### src/rtl/meta_chooser_ras.sv
// meta_chooser_ras
// Chooser-and-return-stack unit for the META branch predictor. It contains:
//   - a table of 2-bit saturating counters, indexed by PC[11:2], that picks
//     the global (1) or local (0) direction predictor for each PC;
//   - a return-address stack that predicts the target of `jr $ra` in IF.
// Ports:
//   CLK, RESET         clock and asynchronous active-low reset
//   isTaken, isBranch  chooser training direction and update enable
//   InstrPC            PC of the ID-stage branch being trained
//   Pred               per-entry chooser decision (MSB of each counter)
//   InstrPC_IF         IF PC (informational only)
//   Instr_IF           fetched instruction word (return detection)
//   IsJL, InstrPC_ID   ID-stage jump-and-link indication and its PC (push)
//   hit, alt_PC        RAS return-target valid and predicted return address
module meta_chooser_ras #(
  parameter int CHOOSER_ENTRIES = 1024,
  parameter int RAS_DEPTH       = 8
) (
  input  logic                       CLK,
  input  logic                       RESET,
  input  logic                       isTaken,
  input  logic                       isBranch,
  input  logic [31:0]                InstrPC,
  output logic [CHOOSER_ENTRIES-1:0] Pred,
  input  logic [31:0]                InstrPC_IF,
  input  logic [31:0]                Instr_IF,
  input  logic                       IsJL,
  input  logic [31:0]                InstrPC_ID,
  output logic                       hit,
  output logic [31:0]                alt_PC
);

  localparam int IW = $clog2(CHOOSER_ENTRIES);
  localparam int PW = $clog2(RAS_DEPTH);
  localparam int CW = $clog2(RAS_DEPTH + 1);
  localparam logic [31:0] JR_RA = 32'h03E0_0008;

  // ---------------- chooser ----------------
  logic [1:0]    ctr_q [CHOOSER_ENTRIES];
  logic [1:0]    ctr_d;
  logic [IW-1:0] ch_idx;

  assign ch_idx = InstrPC[IW+1:2];

  always_comb begin
    ctr_d = ctr_q[ch_idx];
    if (isTaken) begin
      if (ctr_q[ch_idx] != 2'b11) ctr_d = ctr_q[ch_idx] + 2'b01;
    end else begin
      if (ctr_q[ch_idx] != 2'b00) ctr_d = ctr_q[ch_idx] - 2'b01;
    end
  end

  always_ff @(posedge CLK or negedge RESET) begin
    if (!RESET) begin
      for (int unsigned i = 0; i < CHOOSER_ENTRIES; i++) ctr_q[i] <= 2'b01;
    end else if (isBranch) begin
      ctr_q[ch_idx] <= ctr_d;
    end
  end

  always_comb begin
    Pred = '0;
    for (int unsigned i = 0; i < CHOOSER_ENTRIES; i++) Pred[i] = ctr_q[i][1];
  end

  // ---------------- return-address stack ----------------
  // ptr_q addresses the current top entry; a push pre-increments it.
  logic [31:0]   stack_q [RAS_DEPTH];
  logic [PW-1:0] ptr_q, ptr_d;
  logic [CW-1:0] cnt_q, cnt_d;
  logic          wr_en;
  logic [PW-1:0] wr_idx;
  logic [31:0]   wr_data;
  logic          not_empty;

  assign not_empty = (cnt_q != '0);
  assign hit       = (Instr_IF == JR_RA) && not_empty;
  assign alt_PC    = not_empty ? stack_q[ptr_q] : '0;

  always_comb begin
    ptr_d   = ptr_q;
    cnt_d   = cnt_q;
    wr_en   = 1'b0;
    wr_idx  = ptr_q;
    wr_data = InstrPC_ID + 32'd8;
    if (IsJL && hit) begin
      // push+pop collapses into replacing the top entry in place
      wr_en = 1'b1;
    end else if (IsJL) begin
      ptr_d  = ptr_q + PW'(1);
      wr_idx = ptr_q + PW'(1);
      wr_en  = 1'b1;
      if (cnt_q != CW'(RAS_DEPTH)) cnt_d = cnt_q + CW'(1);
    end else if (hit) begin
      ptr_d = ptr_q - PW'(1);
      cnt_d = cnt_q - CW'(1);
    end
  end

  always_ff @(posedge CLK or negedge RESET) begin
    if (!RESET) begin
      ptr_q <= '0;
      cnt_q <= '0;
      for (int unsigned i = 0; i < RAS_DEPTH; i++) stack_q[i] <= '0;
    end else begin
      ptr_q <= ptr_d;
      cnt_q <= cnt_d;
      if (wr_en) stack_q[wr_idx] <= wr_data;
    end
  end

  logic unused_bits;
  assign unused_bits = ^{InstrPC_IF, InstrPC[31:IW+2], InstrPC[1:0]};

endmodule

### config.mk
export PLATFORM = sky130hd
export DESIGN_NAME = meta_chooser_ras
export DESIGN_NICKNAME = d
export VERILOG_FILES = /design/src/rtl/meta_chooser_ras.sv
export SDC_FILE = /design/constraint.sdc
export NUM_CORES = 2
export LEC_CHECK = 0
export BUFFER_PORTS_ARGS = -buffer_cell sky130_fd_sc_hd__buf_2
export CORE_UTILIZATION = 25
export CTS_BUF_LIST = sky130_fd_sc_hd__clkbuf_4 sky130_fd_sc_hd__clkbuf_8
export CTS_CLUSTER_DIAMETER = 100
export DETAILED_ROUTE_END_ITERATION = 7
export SLEW_MARGIN = 20
export SYNTH_ARGS = -nofsm -noshare
export SYNTH_HDL_FRONTEND = slang
export SYNTH_SLANG_ARGS = --single-unit
### constraint.sdc
create_clock -name CLK -period 3.29 [get_ports CLK]
set_input_delay 0.658 -clock CLK [delete_from_list [all_inputs] [get_ports CLK]]
set_output_delay 0.658 -clock CLK [all_outputs]
set_load 0.05 [all_outputs]
# Word-level counts from Yosys, hierarchy flattened
# Index checks and enable logic that the tools add are counted.
[classes]
n_addsub = 7
magnitude_cmp = 5
n_eq_ne = 4
mux = 25
bitwise_logic = 4
reduce_logical = 9
[op_table]
columns = ["op", "count"]
rows = [
  ["$bwmux W2048", 1],
  ["$bwmux W256", 1],
  ["$mux W32", 4],
  ["$bmux W32 S3", 1],
  ["$demux W32 S3", 1],
  ["$add A32 B4 Y32 const B", 1],
  ["$eq A32 B26 Y1 const B", 1],
  ["$bmux W2 S10", 1],
  ["$demux W2 S10", 1],
  ["$mux W2", 6],
  ["$mux W3", 4],
  ["$mux W4", 3],
  ["$ge A11 B11 Y1 const B", 1],
  ["$lt A11 B1 Y1 const B", 1],
  ["$not A10 Y11", 1],
  ["$ge A4 B4 Y1 const B", 2],
  ["$not A3 Y4", 2],
  ["$add A4 B1 Y4 const B", 1],
  ["$logic_and A1 B1 Y1", 4],
  ["$lt A4 B1 Y1 const B", 1],
  ["$ne A4 B4 Y1 const B", 1],
  ["$reduce_bool A2 Y1", 2],
  ["$reduce_bool A4 Y1", 1],
  ["$sub A4 B1 Y4 const B", 1],
  ["other kinds (10)", 11],
]
[word_totals]
reg_bits = 2311
wordCells = 1088

# Logic depth before layout (Yosys ltp)
[depth]
word_depth = 10
depth_mapped = 19

# Least setup slack after synthesis
# OpenSTA, ideal clock, no wires.
[synth_path]
kind = "input-to-reg"
from = "input port InstrPC[2]"
to = "register ctr_q[1734] (netlist name)"
t_arrival_ns = 3.541
required_ns = 3.221
setup_slack_ns = -0.320
cell_stages = 15
path_buffers = 6
path_cell_list = "buf_4 -> buf_6 -> buf_2 -> mux4_2 -> a22oi_1 -> a41oi_1 -> a21oi_1 -> nand3_1 -> a211oi_2 -> nand2b_1 -> maj3_4 -> buf_6 -> buf_8 -> buf_8 -> o21ai_2"
[synth_between]
elab_chain_len = 8
[synth_rtl]
columns = ["element", "line_no", "rtl"]
rows = [
  ["start, declared", "23", "input logic [31:0] InstrPC,"],
  ["$not A10 Y11 (implied by the code) *", "n/a", ""],
  ["$bmux W2 S10", "46, 48, 50", ""],
  ["$mux W2 (implied by the code) (2 in series)", "46, 48, 50", ""],
  ["$sub A2 B1 Y2, or another cell as far along", "50", "if (ctr_q[ch_idx] != 2'b00) ctr_d = ctr_q[ch_idx] - 2'b01;"],
  ["$mux W2 (on tied branches)", "50, 48", ""],
  ["$mux W2", "47", "if (isTaken) begin"],
  ["$bwmux W2048 *", "58", "ctr_q[ch_idx] <= ctr_d;"],
  ["end signal, assigned by index", "58", ""],
  ["end, declared", "39", "logic [1:0] ctr_q [CHOOSER_ENTRIES];"],
]
# Every way passes the cells marked *; elsewhere a longest branch is shown, timed or not. The select of a mux whose other input is x is not followed.
# A chain may end at the register's enable or synchronous reset.

# Final worst setup path
[layout_path]
from = "input port InstrPC[2]"
to = "register ctr_q (netlist bit Pred[417])"
# The elaborated chain is that of the path after synthesis.

==> metrics.md <==
| Metric | Value |
|---|---|
| CP max FO | `21` |
| DR DRC count | `0` |
| Final nets | `roughly 13000` |
| WL final | `539700 um` |
| Lkg Pwr | `just over 0.06 uW` |
| Worst reg2reg endpoint | `Pred[417]$_DFFE_PN0P_` |
| Slowest cell on crit path | `nor4_1` |
| Yosys Warn Count | `0` |
| Power Density | `about 540 nW/um^2` |
| Num Clock Sinks | `2311` |
| Max stage delay on crit path | `between 0.5 and 0.6 ns` |
| Clk buf depth | `4` |
| Max-cap viol count | `0` |
| Reg2Reg Launch Point | `Pred[91]$_DFFE_PN0P_` |
| Starting DRT DRC Count | `8780` |
| Die Span Y | `678.8 um` |
| GRT Resource Usage Total | `0.2244` |
| Antenna violations before repair | `37` |
| Syn Std Cell Area | `approximately 110000 sq um` |
| Most frequently used flop master after synthesis | `dfrtp_1` |
| Vias/cell | `about 4.9` |
| Kind of cell adding the most delay to the critical path | `buffers and inverters` |
| Core ar. | `approximately 460000 sq um` |
| Starting Density | `0.2511` |
| Post-Synth XOR/XNOR Area | `0.002677` |
| CP Launch Type | `input pin` |
| Vias in the first global route | `~92000` |
| Post-synth cell types | `67` |
| Kind of critical path | `in2reg` |
| Hold path startpoint | `InstrPC_ID[17]` |
| Detailed-route via count | `between 90000 and 100k` |
| Syn_nets | `between 10000 and 15000` |
| Multiplexer share of the synthesized area | `0.1105` |
| DP Area | `between 100000 and 150000 sq um` |
| Final period util | `1.203` |
| Std-Cell Rows | `248` |
| Hold Crit Class | `in2reg` |
| Fillers | `between 40000 and 50000` |
| CTS root buf | `clkbuf_8` |
| Port Buf Inserts | `between 1000 and 1500` |
| Worst Hold Path EP | `stack_q[81]$_DFFE_PN0P_` |
| Status | `complete, but fails checks` |
| First-pass GRT wire length | `about 730000 um` |
| Setup-failing EPs final | `around 2100` |
| Fin area | `between 100000 and 150000 sq um` |
| CP Buf/Inv Count | `9` |
| Share of layout cells above drive strength 1 | `0.3825` |
| Post-route minimum period | `roughly 4.0 ns` |
| Worst setup EP type | `flip-flop` |
| Worst Path Arrival | `slightly below 5 ns` |
| Die area | `460800 sq um` |
| Placed Cells | `approximately 18000` |
| Area fraction in compound gates after synthesis | `0.1398` |
| Routed WL per cell | `27.95 um` |
| Final hold viol count | `0` |
| Post-synth EDFFs | `0` |
| WP data required | `between 4 and 5 ns` |
| Max VDD drop | `approximately 0.0014 V` |
| Htree depth | `5` |
| Post-Synth Adder-Cell Area | `0.001180` |
| # IOs | `about 1200` |
| RSZ-0062 raised after global routing | `yes` |
| Pin count of the biggest net entering global routing | `126` |
| Clk_skew | `about 0.13 ns` |
| Main combinational cell family by area after synthesis | `compound AO/OA/AOI/OAI gates` |
| R2R depth | `15` |
| Simple-Gate Fraction of Synth Area | `0.1263` |
| GR Overflow Total | `0` |
| Final worst setup slack | `-0.6679 ns` |
| Fin cells | `19310` |
| Register area share after synthesis | `0.5162` |
| Worst rel slew slack | `0.4011` |
| CTS Buf Count | `410` |
| Detailed Routing Iterations Pass 1 | `6` |
| CTS tree | `yes` |
| R2r setup slk | `-0.53 ns` |
| Share of flip-flops with an asynchronous set or reset | `1.000` |
| Synthesis-stage register bit count | `~2300` |
| WHS Path Cells | `3` |
| Dpl hpwl | `roughly 400000 um` |
| Antenna Nets Post-Route | `0` |
| Die Width | `678.8 um` |
| Skew-Pair Late Insertion Delay | `about 1.2 ns` |
| Worst-path clk slew | `about 0.06 ns` |
| Layout area overhead | `24.21%` |
| Synth Instances | `between 10000 and 15000` |
| CP Cell Sequence | `buf_16 > buf_4 > buf_12 > buf_4 > mux2i_1 > o22ai_1 > nor4_1 > o2111ai_1 > buf_4 > nand4_1 > nand2_1 > nor2_1 > o2111a_1 > maj3_4 > buf_12 > buf_16 > buf_12 > clkbuf_16 > o21ai_1` |
| Worst-Margin Slew | `around 0.89 ns` |
| Mapped Avg Cell Area | `between 9 and 10 sq um` |
| Fmax | `about 250 MHz` |
| Slew Viols, Final | `0` |
| RD Place Congestion | `a little over 0.9` |
| Failing checks | `setup timing` |
[cell type report]
cell class | count | area [sq um] | share of cell area
flip-flops and latches | 2311 | 59120 | 0.4157
multi-input cells | 7594 | 44690 | 0.3142
repair buffers | 2599 | 21390 | 0.1504
clock buffers | 695 | 8514 | 0.05986
well taps | 6000 | 7507 | 0.05278
clock inverters | 71 | 890.9 | 0.006263
diodes | 28 | 70.07 | 0.0004926
inverters | 10 | 41.29 | 0.0002903
[state kept, by name, summed over array words and instances (netlist names)]
signal / cells
Pred: 1024
ctr_q: 1024
stack_q: 256
cnt_q: 4
ptr_q: 3
[cell families after synthesis]
group	after synthesis
AOI/OAI and AO/OA	2804
xor gates and xnor gates	35
adders and majority gates	10
buffers and inverters	1762
DFF	2311
muxes	1060
and+or+nand+nor	3685
[synthesized netlist by cell type, drive strengths merged (36+ instances only)]
master / n / area share
a21oi: 115 / 0.0050
a22oi: 48 / 0.0031
buf: 1317 / 0.088
clkbuf: 435 / 0.015
dfrtp: 1287 / 0.28
dfstp: 1024 / 0.23
mux2i: 866 / 0.076
mux4: 160 / 0.031
nand2: 3223 / 0.11
nor2: 238 / 0.0078
nor3: 36 / 0.0016
nor4: 73 / 0.0040
o21ai: 2202 / 0.11
o22ai: 360 / 0.020
[power breakdown]
part           switching [uW]  internal [uW]
Clock                   13300          17200
Combinational            9460           5610
Sequential               1090          30500
Total                   23900          53300
[worst register-to-register path, delay by kind of cell, from the launching register on]
family          cells  cell delay [ns]
fa+ha+maj           1             0.31
simple gates        4             1.09
buf+inv             5             0.88
mux                 1             0.21
flops               1             0.38
compound gates      4             0.73
[worst max-delay path by stage]
stage,slack (ns),depth (start not counted),from,end
6_report,-0.67,19,InstrPC[2],Pred[417]$_DFFE_PN0P_
5_1_grt,-0.60,14,Pred[877]$_DFFE_PN0P_,Pred[909]$_DFFE_PN0P_
4_1_cts,-0.59,12,Pred[877]$_DFFE_PN0P_,Pred[819]$_DFFE_PN0P_
3_5_place_dp,-2.14,17,InstrPC[2],Pred[333]$_DFFE_PN0P_
3_3_place_gp,-2.12,16,InstrPC[2],Pred[579]$_DFFE_PN0P_
2_1_floorplan,-0.19,14,InstrPC[2],ctr_q[1734]$_DFFE_PN1P_
[stage by stage]
| stage | hold WS (ns) | setup WS [ns] | total power (uW) | utilization | TNS, ns |
|---|---|---|---|---|---|
| final | 0.1631 | -0.6679 | 77230 | 0.3118 | -1004.81 |
| after detailed placement | 0.4555 | -2.140 | 46290 | 0.2865 | -4135.68 |
| after floorplan | 0.3624 | -0.1896 | 40890 | - | -280.65 |
| after global routing | 0.09912 | -0.5994 | 80050 | 0.3117 | -929.13 |
| after global placement | 0.4485 | -2.122 | 46030 | 0.2865 | -4092.78 |
| after CTS | 0.008976 | -0.5927 | 77190 | 0.3088 | -931.90 |
[repair_timing]
item,4_1_cts,5_1_grt
hold buffers,30,0
cloned,4,28
endpoints found under the setup margin,2081,2083
gates resized for setup,69,207
setup buffers,13,17
endpoints found under the hold margin,743,0
pin swaps,7,7
[routing by layer]
metal,wire [um],track usage,vias up
li1,-,-,41830
met1,198200,0.2566,46320
met2,240800,0.3495,4478
met3,50680,0.06940,1378
met4,49960,0.1747,8
met5,42,0,-
[cell usage in the layout (no fill, tap or decap), types with 19 or more instances in the layout]
master | Yosys | final
nor3_1 | 36 | 33
nand2_1 | 3223 | 3221
nor2_1 | 238 | 170
nor4_1 | 73 | 65
a21oi_1 | 115 | 114
nor2_2 | 0 | 28
buf_12 | 1 | 304
nand3_1 | 20 | 20
mux2_2 | 34 | 34
clkinv_2 | 0 | 30
diode_2 | 0 | 28
xor2_1 | 19 | 19
clkbuf_16 | 0 | 24
clkbuf_4 | 0 | 168
o21ai_2 | 300 | 367
mux4_2 | 160 | 160
dfrtp_1 | 1287 | 1279
nor2_4 | 0 | 40
o21ai_0 | 1438 | 1338
mux2i_1 | 866 | 856
buf_2 | 69 | 1128
clkbuf_8 | 0 | 527
o22ai_1 | 360 | 353
dlygate4sd3_1 | 0 | 30
nand4_1 | 21 | 21
dfstp_2 | 1024 | 1024
buf_4 | 1097 | 1076
o22a_1 | 24 | 24
o21ai_1 | 464 | 497
a22oi_1 | 48 | 47
(Power assumes the default switching activity.)
